File: src/rtl/param_sequence_detector.sv
// Serial pattern detector: walks a 1-bit memory, slides a PAT_LEN-bit window over the stream
// and counts pattern occurrences, with a saturating count and a clamped 4-digit BCD view.
module param_sequence_detector #(
  parameter int unsigned PAT_LEN   = 4,
  parameter int unsigned ADDR_W    = 4,
  parameter int unsigned MEM_DEPTH = 16,
  parameter int unsigned CNT_W     = 14,
  parameter int unsigned TICK_DIV  = 100000000
) (
  input  logic               clock_100Mhz,
  input  logic               reset,
  input  logic               start,
  input  logic [PAT_LEN-1:0] pattern,
  input  logic               overlap,
  input  logic               mem_bit,
  output logic               mem_en,
  output logic [ADDR_W-1:0]  mem_addr,
  output logic               busy,
  output logic               done,
  output logic               match_pulse,
  output logic [CNT_W-1:0]   match_count,
  output logic [ADDR_W-1:0]  last_match_addr,
  output logic [15:0]        bcd_digits
);

  localparam int unsigned TickW = (TICK_DIV > 1) ? $clog2(TICK_DIV) : 1;
  localparam int unsigned FillW = $clog2(PAT_LEN + 1);
  localparam int unsigned ExtW  = (CNT_W > 14) ? CNT_W : 14;

  typedef enum logic [2:0] {StIdle, StFetch, StWait, StCompare, StDone} state_e;

  state_e             state_q, state_d;
  logic [TickW-1:0]   tick_cnt_q;
  logic               tick;
  logic [ADDR_W-1:0]  addr_q, addr_d;
  logic [PAT_LEN-1:0] pattern_q, pattern_d;
  logic               overlap_q, overlap_d;
  // Only PAT_LEN-1 bits of history are kept; the newest bit comes straight from mem_bit.
  logic [PAT_LEN-2:0] window_q, window_d;
  logic [FillW-1:0]   fill_q, fill_d;
  logic [CNT_W-1:0]   count_q, count_d;
  logic [ADDR_W-1:0]  last_q, last_d;
  logic               pulse_q, pulse_d;

  logic [PAT_LEN-1:0] win_next;
  logic [FillW-1:0]   fill_next;
  logic               is_match;

  // Free-running step divider, cleared only by reset.
  assign tick = (tick_cnt_q == TickW'(TICK_DIV - 1));

  always_ff @(posedge clock_100Mhz or negedge reset) begin
    if (!reset) begin
      tick_cnt_q <= '0;
    end else if (tick) begin
      tick_cnt_q <= '0;
    end else begin
      tick_cnt_q <= tick_cnt_q + 1'b1;
    end
  end

  assign win_next  = {window_q, mem_bit};
  assign fill_next = (fill_q == FillW'(PAT_LEN)) ? fill_q : fill_q + 1'b1;
  assign is_match  = (fill_next == FillW'(PAT_LEN)) && (win_next == pattern_q);

  always_comb begin
    state_d   = state_q;
    addr_d    = addr_q;
    pattern_d = pattern_q;
    overlap_d = overlap_q;
    window_d  = window_q;
    fill_d    = fill_q;
    count_d   = count_q;
    last_d    = last_q;
    pulse_d   = 1'b0;
    unique case (state_q)
      StIdle, StDone: begin
        if (start) begin
          pattern_d = pattern;
          overlap_d = overlap;
          count_d   = '0;
          last_d    = '0;
          window_d  = '0;
          fill_d    = '0;
          addr_d    = '0;
          state_d   = StFetch;
        end
      end
      StFetch: begin
        if (tick) begin
          state_d = StWait;
        end
      end
      StWait: begin
        state_d = StCompare;
      end
      StCompare: begin
        window_d = win_next[PAT_LEN-2:0];
        fill_d   = fill_next;
        if (is_match) begin
          pulse_d = 1'b1;
          if (count_q != '1) begin
            count_d = count_q + 1'b1;
          end
          last_d = addr_q;
          // Non-overlapping mode restarts the fill so matched bits are not reused.
          if (!overlap_q) begin
            fill_d = '0;
          end
        end
        if (addr_q == ADDR_W'(MEM_DEPTH - 1)) begin
          state_d = StDone;
        end else begin
          addr_d  = addr_q + 1'b1;
          state_d = StFetch;
        end
      end
      default: begin
        state_d = StIdle;
      end
    endcase
  end

  always_ff @(posedge clock_100Mhz or negedge reset) begin
    if (!reset) begin
      state_q   <= StIdle;
      addr_q    <= '0;
      pattern_q <= '0;
      overlap_q <= 1'b0;
      window_q  <= '0;
      fill_q    <= '0;
      count_q   <= '0;
      last_q    <= '0;
      pulse_q   <= 1'b0;
    end else begin
      state_q   <= state_d;
      addr_q    <= addr_d;
      pattern_q <= pattern_d;
      overlap_q <= overlap_d;
      window_q  <= window_d;
      fill_q    <= fill_d;
      count_q   <= count_d;
      last_q    <= last_d;
      pulse_q   <= pulse_d;
    end
  end

  assign mem_en          = (state_q == StFetch) && tick;
  assign mem_addr        = addr_q;
  assign busy            = (state_q == StFetch) || (state_q == StWait) || (state_q == StCompare);
  assign done            = (state_q == StDone);
  assign match_pulse     = pulse_q;
  assign match_count     = count_q;
  assign last_match_addr = last_q;

  logic [ExtW-1:0] cnt_ext;
  logic [13:0]     clamped;
  logic [15:0]     bcd;

  assign cnt_ext = ExtW'(count_q);
  assign clamped = (cnt_ext > ExtW'(9999)) ? 14'd9999 : cnt_ext[13:0];

  // Double-dabble conversion of the clamped count.
  always_comb begin
    bcd = '0;
    for (int i = 13; i >= 0; i--) begin
      for (int d = 0; d < 4; d++) begin
        if (bcd[d*4 +: 4] >= 4'd5) begin
          bcd[d*4 +: 4] = bcd[d*4 +: 4] + 4'd3;
        end
      end
      bcd = {bcd[14:0], clamped[i]};
    end
  end

  assign bcd_digits = bcd;

endmodule

File: config.mk
export PLATFORM = sky130hd
export DESIGN_NAME = param_sequence_detector
export DESIGN_NICKNAME = d
export VERILOG_FILES = /design/src/rtl/param_sequence_detector.sv
export SDC_FILE = /design/constraint.sdc
export NUM_CORES = 1
export LEC_CHECK = 0
export BUFFER_PORTS_ARGS = -buffer_cell sky130_fd_sc_hd__buf_4
export CORE_MARGIN = 2
export CORE_UTILIZATION = 60
export DETAILED_ROUTE_END_ITERATION = 6
export PLACE_DENSITY = 0.78
export SLEW_MARGIN = 10
export SYNTH_ARGS = -nofsm -noshare
export SYNTH_HDL_FRONTEND = slang
export SYNTH_SLANG_ARGS = --single-unit
File: constraint.sdc
create_clock -name clock_100Mhz -period 16.45 [get_ports clock_100Mhz]
set_clock_uncertainty 0.05 [all_clocks]
set_input_delay 3.29 -clock clock_100Mhz [delete_from_list [all_inputs] [get_ports clock_100Mhz]]
set_output_delay 3.29 -clock clock_100Mhz [all_outputs]
set_load 0.03 [all_outputs]
==> metrics.csv <==
metric;value;unit
routed wire length;16100;um
vias in the first global route;5903;
clock power share;45.2;%
n_diodes;0;
hpwl dp;11900;um
Root Driver;clkbuf_8;
IO Pins;51;
Max Slew Vio Count;0;
die boundary width;109;um
Setup WS post-layout;1040;ps
logic gate share of total power;5.0;%
global-route wire length before repair;26500;um
buffer and inverter count on the worst path;8;
pin count of the biggest net entering global routing;65;
All-Layer GR Usage;27.0;%
number of flops mapped to enable cells by yosys;0;
worst skew pair latency;350;ps
f_max;64.9;MHz
Worst Setup SP;match_count[13];
syn avg cell area;7.92;sq um
Hold Crit Class;register to register;
Sw Pwr;0.0742;mW
Main synth FF type;dfrtp_1;
CP max-delay cell;dfrtp_1;
slowest stage delay, CP;710;ps
CORE AREA;10800;sq um
sequential area share after synthesis;24.1;%
post-synthesis register bit count;64;
Layout Cells excl Fill;1014;
max cap viols;0;
Synth cell types;98;
Syn-to-layout area delta;9.60;%
outcome;completed;
setup_tns;0;ps
Synthesized Nets;873;
DRC viols;0;
vias;6533;
VDD IR max;0.0000822;V
grt ovf;0;
most frequent cells in the layout;nand2_1 (92), nor2_1 (88), dfrtp_1 (64), buf_4 (51);
Syn Std Cell Area;6650;sq um
initial antenna violation count;0;
cell taking the most area after synthesis;dfrtp_1;
DP Worst Slack;1410;ps
Fin Hold WS;424;ps
nets;903;
switching share of power;22.5;%
top cell type's share of synthesized area;24.1;%
min cycle time layout;15410;ps
commonest non-fill, non-tap cell in the layout;nand2_1;
CTS tree;built;
clock-pin slew on the worst setup and hold paths;70;ps
Gate Count Post-Synth;839;
Async SR Flop Fraction;100;%
Yosys Warn Count;0;
initial core utilization;61.3;%
Chip Height;109;um
Post-Place Cells;998;
share of cells above drive strength 1;14.5;%
Setup crit start kind;register;
Worst path top cell family by delay;compound AO/OA/AOI/OAI gates;
critical path arrival;12070;ps
Pleak;3.12;nW
fin crit share;93.7;%
Final Hold Vio Count;0;
clk buf depth;2;
CTS H-Tree Depth;3;
Critical Path Fanout Max;20;
FF-to-FF Start;fill_q[0];
crit path kind;register to output pin;
Pre-Repair DR Iteration Count;7;
top post-synthesis cells by area;dfrtp_1 (24%), nand2_1 (5.2%), nor2_1 (5.0%), ha_1 (4.7%), xor2_1 (3.7%);
IO buf count;50;
average routed wire per standard cell;15.8;um
most frequent CP cell;ha_1;
relative slew slack;35.2;%
DRT iter0 DRCs;568;
GP Congestion;0.953;
Detail Route Antenna Nets;0;
Slew @ Worst Pin;963;ps
pwr dens;45.3;nW/um^2
CTS buffer count;9;
Vias/cell;6.44;
Sequential Power Share;49.9;%
Sink Count;64;
full die area;11900;sq um
CP Capture Type;output pin;
hold path start;tick_cnt_q[4];
WP data required;13110;ps
RSZ-0062 raised after global routing;no;
internal power;0.256;mW
Setup violations, final;0;
Std-Cell Rows;38;
==> layout make-up <==
| type | count | area [sq um] |
|---|---|---|
| multi-input cells | 696 | 4730 |
| fillers | 902 | 3560 |
| inverters | 47 | 176 |
| clock inverters | 6 | 82.6 |
| clock buffers | 10 | 138 |
| repair buffers | 51 | 383 |
| flip-flops and latches | 64 | 1600 |
| well taps | 140 | 175 |
==> worst paths after layout <==
check	endpoint	slack (ps)	cells after the start
setup reg to reg	match_count[11]	13280	14
min in group asynchronous	tick_cnt_q[6]	2960	1
max in group asynchronous	match_count[6]	12850	1
setup / recovery	bcd_digits[14]	1040	53
hold / removal	tick_cnt_q[4]	420	1
hold reg to reg	tick_cnt_q[4]	420	1
==> per-stage QoR <==
step | instance area (sq um) | util, % | power (mW)
detailed placement | 7060 | 65.1 | 0.184
finish | 7280 | 67.2 | 0.330
global placement | 7060 | 65.1 | 0.184
global route | 7280 | 67.2 | 0.341
CTS | 7280 | 67.1 | 0.333
floorplan | 6650 | - | 0.176
==> repair_timing <==
item                       4_1_cts  5_1_grt
buffers inserted                 0        0
setup endpoints to repair        0        3
hold buffers                     0        0
gates resized for setup          0        1
==> registers in the layout, indices dropped and copies added, names as in the netlist <==
name / flops
state_q: 3
window_q: 3
match_pulse: 1
mem_addr: 4
tick_cnt_q: 27
overlap_q: 1
last_match_addr: 4
fill_q: 3
match_count: 14
pattern_q: 4
==> power by group through the flow <==
stage,registers [mW],logic [mW],clock network [mW]
after floorplan,0.168,0.00830,0
after global placement,0.168,0.0161,0
after detailed placement,0.168,0.0166,0
after CTS,0.165,0.0167,0.152
after global routing,0.165,0.0189,0.157
final,0.165,0.0164,0.149
==> synthesized netlist by cell type (6+ instances only) <==
library cell  instances
nor3_1               22
nor2b_1              10
and2_1                8
nand2b_1             15
o21ai_0              43
o31ai_1               9
a32oi_1               6
a311oi_1              6
inv_1                42
a211o_1               6
and3_1               12
clkbuf_1             25
o221ai_1              7
nand2_1              92
xnor2_1              26
dfrtp_1              64
or3_1                10
xor2_1               28
nor2_1               88
nor4_1               10
o21ai_1               8
nand4_1              12
o211ai_1              7
mux2i_1              12
nand3_1              37
ha_1                 25
a21oi_1              43
o22ai_1              11
a211oi_1              8
==> layer usage <==
metal | vias up | track usage [%] | wire length (um)
met5 | - | 0 | 0
li1 | 3176 | - | -
met1 | 3091 | 33.2 | 6860
met4 | 0 | 9.04 | 341
met3 | 34 | 3.35 | 810
met2 | 232 | 48.7 | 8060
==> cells by family after synthesis <==
logic type	count (synthesis)	synth area share (%)
adders and majority gates	27	5.01
and+or+nand+nor	346	25.6
AOI/OAI and AO/OA	250	29.9
DFF	64	24.1
buffers and inverters	79	4.86
muxes	17	2.82
xor gates and xnor gates	56	7.78
(Power assumes the default switching activity.)
